<file path="config.mk">
export PLATFORM = sky130hd
export DESIGN_NAME = mc_alu
export DESIGN_NICKNAME = d
export VERILOG_FILES = /design/src/rtl/mc_alu.sv
export SDC_FILE = /design/constraint.sdc
export NUM_CORES = 1
export LEC_CHECK = 0
export ABC_CLOCK_PERIOD_IN_PS = 7300
export CORE_UTILIZATION = 55
export DETAILED_ROUTE_END_ITERATION = 7
export PLACE_DENSITY = 0.75
export SYNTH_ARGS = -nofsm -noshare
export SYNTH_HDL_FRONTEND = slang
export SYNTH_SLANG_ARGS = --single-unit
</file>
<file path="constraint.sdc">
create_clock -name clk -period 7.3 [get_ports clk]
set_clock_uncertainty 0.2 [all_clocks]
set_input_delay 1.46 -clock clk [delete_from_list [all_inputs] [get_ports clk]]
set_output_delay 1.46 -clock clk [all_outputs]
set_load 0.05 [all_outputs]
</file>
<file path="src/rtl/mc_alu.sv">
// Multi-cycle ALU: single-cycle add/sub/and/not-B/shifts, n-cycle shift-add unsigned multiply.
// Latency: 1 cycle for non-mul ops (done at the accepting edge), n cycles for mul.
// Backpressure: ready is low while a multiply is in flight; start is ignored then.
//
// Ports:
//   clk, reset          rising-edge clock, synchronous active-high reset
//   start, ALUop        request and op select (000 add, 001 sub, 010 and, 011 not-B,
//                       100 mul, 101 lsl, 110 lsr, 111 asr)
//   Ain, Bin            operands; Bin[clog2(n)-1:0] is the shift amount for shifts
//   ready, done         idle indicator, one-cycle completion pulse
//   ALUout, status      registered result and flags {ovf, neg, zero}
module mc_alu #(
    parameter int n = 16
) (
    input  logic         clk,
    input  logic         reset,
    input  logic         start,
    input  logic [n-1:0] Ain,
    input  logic [n-1:0] Bin,
    input  logic [2:0]   ALUop,
    output logic         ready,
    output logic         done,
    output logic [n-1:0] ALUout,
    output logic [2:0]   status
);

    localparam int sw = $clog2(n);
    localparam logic [sw-1:0] cnt_last = sw'(n - 1);

    localparam logic [2:0] op_add = 3'b000;
    localparam logic [2:0] op_sub = 3'b001;
    localparam logic [2:0] op_and = 3'b010;
    localparam logic [2:0] op_notb = 3'b011;
    localparam logic [2:0] op_mul = 3'b100;
    localparam logic [2:0] op_lsl = 3'b101;
    localparam logic [2:0] op_lsr = 3'b110;
    localparam logic [2:0] op_asr = 3'b111;

    typedef enum logic {IDLE, MUL} state_t;

    state_t         state_q, state_d;
    logic [sw-1:0]  cnt_q;
    logic [2*n-1:0] mcand_q;
    logic [2*n-1:0] prod_q;
    logic [2*n-1:0] prod_nxt;
    logic [n-1:0]   mplier_q;

    logic           alu_acc;
    logic           mul_acc;
    logic           mul_fin;

    logic           is_sub;
    logic [n-1:0]   b_op;
    logic [n:0]     sum;
    logic           c_msb;
    logic [sw-1:0]  sh;
    logic           sh_big;
    logic [n-1:0]   op_res;
    logic           op_ovf;

    // FSM next state and handshake decode; ready depends on state only.
    always_comb begin
        state_d = state_q;
        ready   = 1'b0;
        alu_acc = 1'b0;
        mul_acc = 1'b0;
        mul_fin = 1'b0;
        case (state_q)
            IDLE: begin
                ready = 1'b1;
                if (start) begin
                    if (ALUop == op_mul) begin
                        mul_acc = 1'b1;
                        state_d = MUL;
                    end else begin
                        alu_acc = 1'b1;
                    end
                end
            end
            MUL: begin
                // Last multiplier bit is consumed on this edge.
                if (cnt_q == cnt_last) begin
                    mul_fin = 1'b1;
                    state_d = IDLE;
                end
            end
            default: state_d = IDLE;
        endcase
    end

    // Single-cycle datapath. Overflow for add/sub is carry-in(MSB) ^ carry-out(MSB).
    always_comb begin
        is_sub = (ALUop == op_sub);
        b_op   = is_sub ? ~Bin : Bin;
        sum    = {1'b0, Ain} + {1'b0, b_op} + {{n{1'b0}}, is_sub};
        c_msb  = Ain[n-1] ^ b_op[n-1] ^ sum[n-1];
        sh     = Bin[sw-1:0];
        // Only reachable when n is not a power of two.
        sh_big = (32'(sh) >= 32'(n));
        op_res = '0;
        op_ovf = 1'b0;
        case (ALUop)
            op_add, op_sub: begin
                op_res = sum[n-1:0];
                op_ovf = c_msb ^ sum[n];
            end
            op_and:  op_res = Ain & Bin;
            op_notb: op_res = ~Bin;
            op_lsl:  op_res = sh_big ? '0 : (Ain << sh);
            op_lsr:  op_res = sh_big ? '0 : (Ain >> sh);
            op_asr:  op_res = sh_big ? {n{Ain[n-1]}} : $unsigned($signed(Ain) >>> sh);
            default: op_res = '0;
        endcase
    end

    // Shift-add step: product including the current multiplier bit.
    assign prod_nxt = prod_q + (mplier_q[0] ? mcand_q : '0);

    always_ff @(posedge clk) begin
        if (reset) begin
            state_q  <= IDLE;
            ALUout   <= '0;
            status   <= 3'b000;
            done     <= 1'b0;
            cnt_q    <= '0;
            prod_q   <= '0;
            mcand_q  <= '0;
            mplier_q <= '0;
        end else begin
            state_q <= state_d;
            done    <= alu_acc | mul_fin;

            if (alu_acc) begin
                ALUout <= op_res;
                status <= {op_ovf, op_res[n-1], ~|op_res};
            end

            if (mul_acc) begin
                mcand_q  <= {{n{1'b0}}, Ain};
                mplier_q <= Bin;
                prod_q   <= '0;
                cnt_q    <= '0;
            end else if (state_q == MUL) begin
                prod_q   <= prod_nxt;
                mcand_q  <= mcand_q << 1;
                mplier_q <= mplier_q >> 1;
                cnt_q    <= cnt_q + sw'(1);
            end

            if (mul_fin) begin
                ALUout <= prod_nxt[n-1:0];
                status <= {|prod_nxt[2*n-1:n], prod_nxt[n-1], ~|prod_nxt[n-1:0]};
            end
        end
    end

endmodule

</file>
# Word-level counts from Yosys, hierarchy flattened
# Index checks and enable logic that the tools add are counted.
# op_classes
shifts	3
eq_ne	8
bitwise	7
n_reduce_logical	10
addsub	4
mux	23
# op_table
operator	count
2-to-1 mux 16 bit	7
case mux 16 bit (6 select lines)	1
OR reduction 16 bit	3
adder 32 bit	1
2-to-1 mux 32 bit	1
adder 16 x 16 -> 17 bit	1
adder 17 x 1 -> 17 bit	1
AND 16 bit	1
NOT 16 bit	1
left shift 16 x 4 -> 16 bit	1
right shift 16 x 4 -> 16 bit	1
>>> shifter 16 x 4 -> 16 bit	1
== test 3 bit (second input constant)	4
2-to-1 mux 1 bit	11
== test 3 x 2 -> 1 bit (second input constant)	2
2-to-1 mux 3 bit	2
adder 4 x 1 -> 4 bit (second input constant)	1
== test 4 bit (second input constant)	1
nonzero test 2 bit	2
OR reduction 2 bit	2
== test 3 x 1 -> 1 bit (second input constant)	1
logical NOT 3 bit	1
bitwise XOR 1 bit	3
logical NOT 1 bit	2
3 further kinds	3
# totals
word_cells	64
inputBits	38
output_inout_bits	21
register_bits	105

# Depth between registers and ports, before layout
# Gate-level depths: netlist of the first run.
# depth
word_depth	9
mapped_depth	17

# Worst setup path after synthesis of the first run
# No wires, ideal clock.
# synth_timing
path_type	input to register
start	input port ALUop[0]
end	register status[0]
setup_slack_ps	2015
arrival_ps	5024
t_required_ps	7039
setup_ps	61
cell_stages	17
path_buffers	4
cell_sequence	clkbuf_1 inv_1 clkbuf_1 clkbuf_1 nor2_1 buf_2 xnor2_1 ha_1 a211oi_1 a2111oi_2 o21ai_2 a21boi_0 o21ai_0 mux2i_1 a211o_2 nor4_2 a311o_1
# synth_between
elab_chain_len	9
word_cells_on_any_way	21
classes_between	add/sub: 2; eq/ne: 7; mux: 7; reduce/logical: 5
# synth_rtl
element	line_no	text
start, declared	20	input logic [2:0] ALUop,
== test 3 x 1 -> 1 bit	93, 102	
2-to-1 mux 16 bit	94	b_op = is_sub ? ~Bin : Bin;
adder 16 x 16 -> 17 bit	95	sum = {1'b0, Ain} + {1'b0, b_op} + {{n{1'b0}}, is_sub};
adder 17 x 1 -> 17 bit	95	
case mux 16 bit (6 select lines)	102	case (ALUop)
OR reduction 16 bit	135	status <= {op_ovf, op_res[n-1], ~|op_res};
logical NOT 1 bit	135	
2-to-1 mux 3 bit	133	if (alu_acc) begin
2-to-1 mux 3 bit	150	if (mul_fin) begin
end signal, assigned	135	
end signal, assigned	152	status <= {|prod_nxt[2*n-1:n], prod_nxt[n-1], ~|prod_nxt[n-1:0]};
end, declared	24	output logic [2:0] status
# Parallel ways exist; a longest one is shown, timed or not. The select of a mux whose other input is x is not followed.
# A chain may end at the register's enable or synchronous reset.

# Worst setup path after layout of the first run
# layout_timing
start	input port ALUop[2]
end	register status[0]
# Same word-level chain as after synthesis.

==> impl_metrics.ini, run 1 <==
[cts]
cts_tree = done
ctsHoldBuffers = 0
cts-root-buf = clkbuf_16
cts_setup_buffers = 0
cts-buffers-inserted = 9
cts_resized = 0
clk_pin_slew_ns = 0.08
clock_latency_ns = 0.36
cts_num_sinks = 104
h-tree-depth = 3
cts_buffer_depth = 2

[synth]
ys_top_cells_by_area = dfxtp_1, mux2i_1, nor2_1, ha_1, mux4_2
ys_types = 88
async_flop_share = 0
synthCells = 1176
syn_area_um2 = 9320
yosysTopAreaCell = dfxtp_1
synth_compound_gate_area_share = 0.215
synth-adder-area-share = 0.0741
muxShareOfSynthArea = 0.168
synth_fp_nets = 1268
synth_simple_gate_area_frac = 0.228
synth_ff_type = dfxtp_1
ys_warn_count = 0
synth_edf_count = 0
avgSynthCellArea_um2 = 7.92
synth-seq-area-share = 0.223
synthDominantCellAreaShare = 0.223
synth-seq-cells = 104
synth_xor_area_frac = 0.0451
synth_top_family_by_area = simple AND/OR/NAND/NOR gates

[die]
die_area_um2 = 17500
ios = 59
coreArea_um2 = 16600
start_util = 0.562
die_h_um = 132
die_w_um = 132
rows = 47

[flow_run]
drv_cap = 0

[detailed_routing]
wl_um = 28500
drc = 0
wl_met2_um = 12800
via_count = 8995
wl_met3_um = 2470
wirelength_met1_um = 12300
top_layer_used = met4
viasPerCell = 6.41
drt_iter0_drc = 920
drt.antenna.violating_nets = 0
first_pass_iters = 5
routedWlPerCell_um = 20.3

[setup_path]
worstSetupStartpointType = input pin
crit_arrival_ns = 5.60
critPathMaxFanout = 15
cp_data_required_time_ns = 7.41
end_kind = flop
path_class = in -> reg

[final_layout]
area_growth_pct = 9.56
nets = 1271
final_common_cell = nor2_1
drive_gt1_frac = 0.0752
final_cell_mix = nor2_1, dfxtp_1, a21oi_1
fin_area_um2 = 10200
antenna_cells = 0

[global_routing]
antenna_found_initial = 0
grt_usage = 0.331
grt_pass1_wl_um = 45500
grt_max_degree = 81
grt-ovfl-total = 0
grt_pass1_vias = 8267

[sta]
finalCriticalPeriod_ns = 5.49
slew-limit-headroom = 0.309
fin_crit_sh = 0.752
finalSetupViolCount = 0
rsz0062_at_grt = no
tns_ns = 0
drv_slew = 0
timing.fmax_ghz = 0.182
final_hold_viol_count = 0
worst_pin_slew_ns = 1.04

[placed_design]
routabilityCongestion = 0.982
dp_hpwl_um = 20700
dpl_cell_area_um2 = 9920
portBuffers = 58

[power_and_ir_drop]
p_total_mw = 1.47
leakagePower_nw = 4.06
power_density_nw_per_um2 = 144
ir_drop_mv = 0.158

[min_path]
holdCritPathClass = reg -> reg

[status]
outcome = finished, final reports clean
## flip-flops by register name, summed over array words and instances, names as in the netlist
name	flops
ALUout	15
state_q	1
prod_q	32
done	1
status	3
cnt_q	4
mcand_q	32
mplier_q	16
## Yosys cell counts, drive strengths merged, types with 4 or more instances
cell     instances
nor3b            8
a22o             4
mux2             8
buf             25
nand2b           9
and3             4
nand3           23
nor2           191
or3              8
a21o            30
nand2           90
mux4            28
o21ai           50
a22oi            7
nand3b           6
nand4           13
o21bai           6
and2            37
o211ai          14
a31oi           10
o311ai           7
clkbuf          57
a221oi           7
a211o            7
mux2i           83
dfxtp          104
a2111oi          5
nor4             7
ha              52
inv             15
xnor2           22
nor2b           13
o21a            11
xor2            26
nor3            21
a211oi          15
a21oi           99
## area by class of cell
cell class	instances	area, µm²
Clock buffer	9	225
Sequential cell	104	2090
Fill cell	1510	6370
Tap cell	220	275
Inverter	17	63.8
Timing Repair Buffer	74	686
Multi-Input combinational cell	973	6810
Clock inverter	7	62.6
## final timing paths
path                             end  slack, ns                     start  cells after the start
max           status[0]$_SDFFE_PP0P_       1.81                  ALUop[2]                     15
min reg2reg  prod_q[29]$_SDFFE_PP0P_       0.27   prod_q[29]$_SDFFE_PP0P_                      2
max reg2reg   status[2]$_SDFFE_PP0P_       3.25  mplier_q[0]$_SDFFE_PP0P_                     12
min          prod_q[29]$_SDFFE_PP0P_       0.27   prod_q[29]$_SDFFE_PP0P_                      2
## where the power goes
part	internal (mW)	switching, mW
Clock	0.239	0.237
Sequential	0.579	0.0116
Combinational	0.158	0.245
Total	0.976	0.493
## cells by family after synthesis
family,after synthesis
muxes,119
adders and majority gates,54
buffers and inverters,99
AOI/OAI and AO/OA,303
DFF,104
and+or+nand+nor,449
xor gates and xnor gates,48
## per-stage QoR
step	std cells	util	setup WS (ns)	hold slack, ns
global route	1404	0.616	1.51	0.287
global placement	1388	0.598	1.63	0.258
floorplan	1176	-	2.01	0.250
CTS	1404	0.616	1.87	0.273
finish	1404	0.616	1.81	0.273
detailed placement	1388	0.598	1.49	0.260
## critical path: stages
cell	delay [ns]
clkdlybuf4s50_1	0.65
or2_2	0.48
nor2_1	0.11
buf_4	0.27
xor2_1	0.29
ha_1	0.23
a211oi_1	0.08
a2111oi_2	0.56
o21ai_2	0.18
nand2_1	0.10
xor2_1	0.08
a2111oi_1	0.55
nand4_1	0.18
nor4_2	0.24
a311o_1	0.14
## routing by layer
layer,up-vias,GRT usage
li1,4302,-
met1,4214,0.450
met2,408,0.523
met3,71,0.0623
met4,0,0.116
met5,-,0
Power figures use the tool's default switching activity.
==> run 2, diff against run 1 <==
Settings changed: ABC_CLOCK_PERIOD_IN_PS 7300 to 4900, PLACE_DENSITY 0.75 to 0.78.
Clock period 7.3 ns to 4.9 ns, I/O delays scaled along.
==> run 2 against run 1 <==
  * Clock power is 58% higher
  * Sequential power grew 49%
  * Via count grew 3.1%
  * Hold slack gained 0.0029 ns
  * First-iteration DRC count fell by 0.98%
  * Global-route usage decreased by 0.59 points
  * Sequential cell count unchanged
  * Wire length shrank 0.66%
  * Total power up 53%
  * Sequential share of layout area is 0.57 points lower
  * Setup slack worse by 1.5 ns
  * Critical path depth did not move
  * Largest cell class unchanged
==> impl_metrics.ini, run 2 (synthesis results as in run 1) <==
[min_path]
holdCritPathClass = reg -> reg

[sta]
fin_crit_sh = 0.944
timing.fmax_ghz = 0.216
finalSetupViolCount = 0
worst_pin_slew_ns = 0.845
finalCriticalPeriod_ns = 4.63
final_hold_viol_count = 0
setup_slack_ns = 0.273
rsz0062_at_grt = no
tns_ns = 0
slew-limit-headroom = 0.429
drv_slew = 0

[placed_design]
portBuffers = 58
placed_cells = 1422
pre_cts_slack_ns = -0.0675
routabilityCongestion = 0.971
dp_hpwl_um = 21400

[final_layout]
seq_area_um2 = 2090
drive_gt1_frac = 0.101
nets = 1305
multi_input_area_um2 = 6810
reg.largest.list = mcand_q (32), prod_q (32), mplier_q (16)
antenna_cells = 0
final_common_cell = nor2_1
final_cell_mix = nor2_1, dfxtp_1, a21oi_1
instances_no_fill = 1438
area_growth_pct = 12.7
fill_cells = 1484

[setup_path]
reg2reg_depth = 11
end_kind = flop
worstSetupStartpointType = input pin
crit_arrival_ns = 4.72
rr_endpoint = status[2]$_SDFFE_PP0P_
path_class = in -> reg
critPathMaxFanout = 6
cp_data_required_time_ns = 5.00
critPathCapture = status[0]$_SDFFE_PP0P_
rrSetupSlack_ns = 0.68
critical_path.startpoint = ALUop[1]
r2r-start = mplier_q[0]$_SDFFE_PP0P_
slowest_delay_ns = 0.50
crit_path_top_delay_cell = a2111oi_1
worstPathCellList = clkdlybuf4s50_1 -> or2_2 -> nor2_1 -> buf_4 -> xor2_1 -> ha_1 -> a21o_1 -> a21o_1 -> a21oi_1 -> nand2_1 -> xor2_1 -> a2111oi_1 -> nand4_1 -> nor4_2 -> a311o_1

[die]
die_area_um2 = 17500
die_h_um = 132
die_w_um = 132
rows = 47
coreArea_um2 = 16600
ios = 59
start_util = 0.562

[global_routing]
grt_pass1_wl_um = 45000
grt_max_degree = 50
antenna_found_initial = 0
grt_pass1_vias = 8511
grt_usage = 0.325
grt-ovfl-total = 0

[cts]
cts_tree = done
h-tree-depth = 3
clk_pin_slew_ns = 0.07
clock_latency_ns = 0.36
cts_buffer_depth = 2
cts-root-buf = clkbuf_16
cts-buffers-inserted = 9
cts_resized = 0
cts_num_sinks = 104
ctsHoldBuffers = 0
cts_setup_buffers = 0

[detailed_routing]
drc = 0
drt_iter0_drc = 911
via_count = 9271
wl_um = 28300
first_pass_iters = 5
viasPerCell = 6.45
drt.antenna.violating_nets = 0
routedWlPerCell_um = 19.7

[power_and_ir_drop]
p_total_mw = 2.25
ir_drop_mv = 0.187
power_density_nw_per_um2 = 214
leakagePower_nw = 4.24

[status]
outcome = finished, final reports clean

[flow_run]
drv_cap = 0
-- run 2: layer usage --
metal	routed length, µm	GRT usage	part of all wire	vias to the layer above
met4	1130	0.145	0.040	0
li1	-	-	-	4373
met5	0	0	0	-
met2	13000	0.529	0.46	482
met3	2390	0.0573	0.085	85
met1	11700	0.420	0.41	4331
-- run 2: power breakdown --
group / internal (mW) / switching, mW / leakage [nW] / total (mW)
clock network: 0.417 / 0.334 / 0.154 / 0.751
logic: 0.255 / 0.363 / 3.24 / 0.618
registers: 0.863 / 0.0185 / 0.842 / 0.882
-- run 2: worst max-delay path: cells and delay by family --
kind	cells	cell delay, ns
AOI/OAI and AO/OA	5	1.30
adders and majority gates	1	0.31
and+or+nand+nor	5	1.12
xor gates and xnor gates	2	0.35
buffers and inverters	2	0.67
-- run 2: worst min-delay path by stage --
stage                       startpoint                 endpoint  slack [ns]  depth (start not counted)
2_1_floorplan  prod_q[22]$_SDFFE_PP0P_  prod_q[22]$_SDFFE_PP0P_        0.25                          2
6_report       prod_q[29]$_SDFFE_PP0P_  prod_q[29]$_SDFFE_PP0P_        0.28                          2
3_3_place_gp   prod_q[24]$_SDFFE_PP0P_  prod_q[24]$_SDFFE_PP0P_        0.26                          2
3_5_place_dp   prod_q[29]$_SDFFE_PP0P_  prod_q[29]$_SDFFE_PP0P_        0.26                          2
5_1_grt        prod_q[26]$_SDFFE_PP0P_  prod_q[26]$_SDFFE_PP0P_        0.29                          2
4_1_cts        prod_q[29]$_SDFFE_PP0P_  prod_q[29]$_SDFFE_PP0P_        0.28                          2
-- run 2: stage by stage --
| stage | area [µm²] | hold slack (ns) | utilization |
|---|---|---|---|
| floorplan | 9320 | 0.250 | - |
| global placement | 10200 | 0.262 | 0.614 |
| detailed placement | 10200 | 0.265 | 0.614 |
| CTS | 10500 | 0.276 | 0.633 |
| global route | 10500 | 0.295 | 0.633 |
| finish | 10500 | 0.276 | 0.633 |
-- run 2: final cells by class --
| class | count | share of cell area |
|---|---|---|
| Timing Repair Buffer | 108 | 0.0908 |
| Sequential cell | 104 | 0.199 |
| Inverter | 17 | 0.00608 |
| Multi-Input combinational cell | 973 | 0.649 |
| Clock inverter | 6 | 0.00703 |
| Clock buffer | 10 | 0.0228 |
| Tap cell | 220 | 0.0262 |
==> run 3, diff against run 2 <==
Settings changed: CELL_PAD_IN_SITES_DETAIL_PLACEMENT set to 1, CELL_PAD_IN_SITES_GLOBAL_PLACEMENT set to 2, CORE_UTILIZATION 55 to 33, PLACE_DENSITY 0.78 to not set, PLACE_DENSITY_LB_ADDON set to 0.1.
==> run 3 against run 2 <==
  * Utilization down 25 points
  * Clock-buffer cell count is the same
  * Sequential power about the same
  * Sequential share of layout area is 0.45 points lower
  * Total power up 2.1%
  * Highest routed layer unchanged
==> impl_metrics.ini, run 3 (synthesis results as in run 1) <==
[status]
outcome = finished, final reports clean

[power_and_ir_drop]
swShare = 0.348
p_total_mw = 2.30
ir_drop_mv = 0.143
leakagePower_nw = 4.26
pwr-share-clk = 0.335
combPwrFrac = 0.282
power_density_nw_per_um2 = 214
p_switching_mw = 0.800
intPower_mw = 1.50
p_seq_frac = 0.383

[setup_path]
rr_endpoint = status[0]$_SDFFE_PP0P_
critPathMaxFanout = 5
end_kind = flop
worstSetupStartpointType = input pin
rrSetupSlack_ns = 0.72
cp_data_required_time_ns = 5.01
path_class = in -> reg
reg2reg_depth = 13
critical_path.startpoint = ALUop[1]
critPathCapture = status[0]$_SDFFE_PP0P_
r2r-start = mplier_q[0]$_SDFFE_PP0P_
crit_arrival_ns = 4.73

[cts]
h-tree-depth = 3
cts_num_sinks = 104
cts_buffer_depth = 2
cts_setup_buffers = 0
cts_resized = 0
clock_latency_ns = 0.37
cts_tree = done
clk_pin_slew_ns = 0.08
ctsHoldBuffers = 0
cts-buffers-inserted = 9
cts-root-buf = clkbuf_16

[global_routing]
grt_max_degree = 67
grt_usage = 0.249
grt_pass1_wl_um = 54900
antenna_found_initial = 0
grt_pass1_vias = 9278
grt-ovfl-total = 0

[placed_design]
dpl_cell_area_um2 = 10400
portBuffers = 58
placed_cells = 1585
dp_hpwl_um = 26900
routabilityCongestion = 0.880

[detailed_routing]
viasPerCell = 5.67
drc = 0
drt.antenna.violating_nets = 0
drt_iter0_drc = 552
first_pass_iters = 5
wl_um = 35100
via_count = 9078
routedWlPerCell_um = 21.9

[die]
rows = 61
coreArea_um2 = 27800
start_util = 0.335
die_w_um = 170
die_area_um2 = 28900
die_h_um = 170
ios = 59

[sta]
holdWs_ns = 0.281
fin_crit_sh = 0.942
rsz0062_at_grt = no
slew-limit-headroom = 0.415
final_hold_viol_count = 0
finalCriticalPeriod_ns = 4.62
drv_slew = 0
worst_pin_slew_ns = 0.875
timing.fmax_ghz = 0.217
finalSetupViolCount = 0

[final_layout]
instances_no_fill = 1601
final_common_cell = nor2_1
reg.largest.list = mcand_q (32), prod_q (32), mplier_q (16)
final_cell_mix = nor2_1, dfxtp_1, a21oi_1
area_growth_pct = 15.3
drive_gt1_frac = 0.106
fill_cells = 3402
final_util = 0.387
fin_area_um2 = 10700
nets = 1310
antenna_cells = 0

[min_path]
holdCritPathClass = reg -> reg

[flow_run]
drv_cap = 0
-- run 3: changes by cell type in the layout (fill, tap and decap cells not counted) --
cell / change
a2111oi_1: -1
a2111oi_2: +1
a21o_1: -1
a21o_2: +1
buf_12: +1
buf_4: +4
bufinv_16: -1
clkinv_4: -2
clkinv_8: +1
clkinvlp_4: +1
inv_8: +1
-- run 3: critical path: stages --
cell and delay, ns:
clkdlybuf4s50_1 0.43, or2_2 0.31, nor2_1 0.16, buf_4 0.20, xnor2_1 0.13, ha_1 0.25
a211oi_1 0.09, a2111oi_2 0.63, o21ai_2 0.19, nand2_1 0.11, xor2_1 0.08, a2111oi_2 0.47
buf_4 0.19, nand4_1 0.10, nor4_2 0.26, a311o_1 0.16
-- run 3: per-layer routing --
| layer | wire length (µm) | up-vias | global-route usage |
|---|---|---|---|
| met4 | 795 | 0 | 0.0682 |
| met3 | 1210 | 46 | 0.0335 |
| met5 | 0 | - | 0 |
| met1 | 16300 | 4486 | 0.327 |
| met2 | 16800 | 175 | 0.423 |
| li1 | - | 4371 | - |
-- run 3: worst min-delay path by stage --
stage / end / from / slack (ns) / cells after the start
finish: prod_q[24]$_SDFFE_PP0P_ / prod_q[24]$_SDFFE_PP0P_ / 0.28 / 2
global route: prod_q[24]$_SDFFE_PP0P_ / prod_q[24]$_SDFFE_PP0P_ / 0.31 / 2
CTS: prod_q[22]$_SDFFE_PP0P_ / prod_q[22]$_SDFFE_PP0P_ / 0.29 / 2
detailed placement: prod_q[29]$_SDFFE_PP0P_ / prod_q[29]$_SDFFE_PP0P_ / 0.27 / 2
global placement: prod_q[26]$_SDFFE_PP0P_ / prod_q[26]$_SDFFE_PP0P_ / 0.26 / 2
floorplan: prod_q[22]$_SDFFE_PP0P_ / prod_q[22]$_SDFFE_PP0P_ / 0.25 / 2
-- run 3: final cells by class --
type	instances	area, µm²	area share
well taps	378	473	0.0440
repair buffers	113	1000	0.0934
multi-input cells	973	6820	0.635
inverters	17	63.8	0.00594
flip-flops and latches	104	2090	0.194
clock buffers	10	239	0.0222
clock inverters	6	61.3	0.00571
-- run 3: power by group through the flow --
stage / clock network (mW) / registers (mW) / logic, mW
floorplan: 0 / 0.931 / 0.372
global placement: 0 / 0.900 / 0.641
detailed placement: 0 / 0.900 / 0.645
CTS: 0.796 / 0.880 / 0.648
global route: 0.826 / 0.882 / 0.701
finish: 0.769 / 0.880 / 0.649
-- run 3: stage by stage --
step | setup slack, ns | TNS (ns)
after floorplan | 0.0949 | 0
after global placement | -0.0889 | -0.0889
after detailed placement | -0.174 | -0.257
after CTS | 0.185 | 0
after global routing | 0.0930 | 0
final | 0.283 | 0
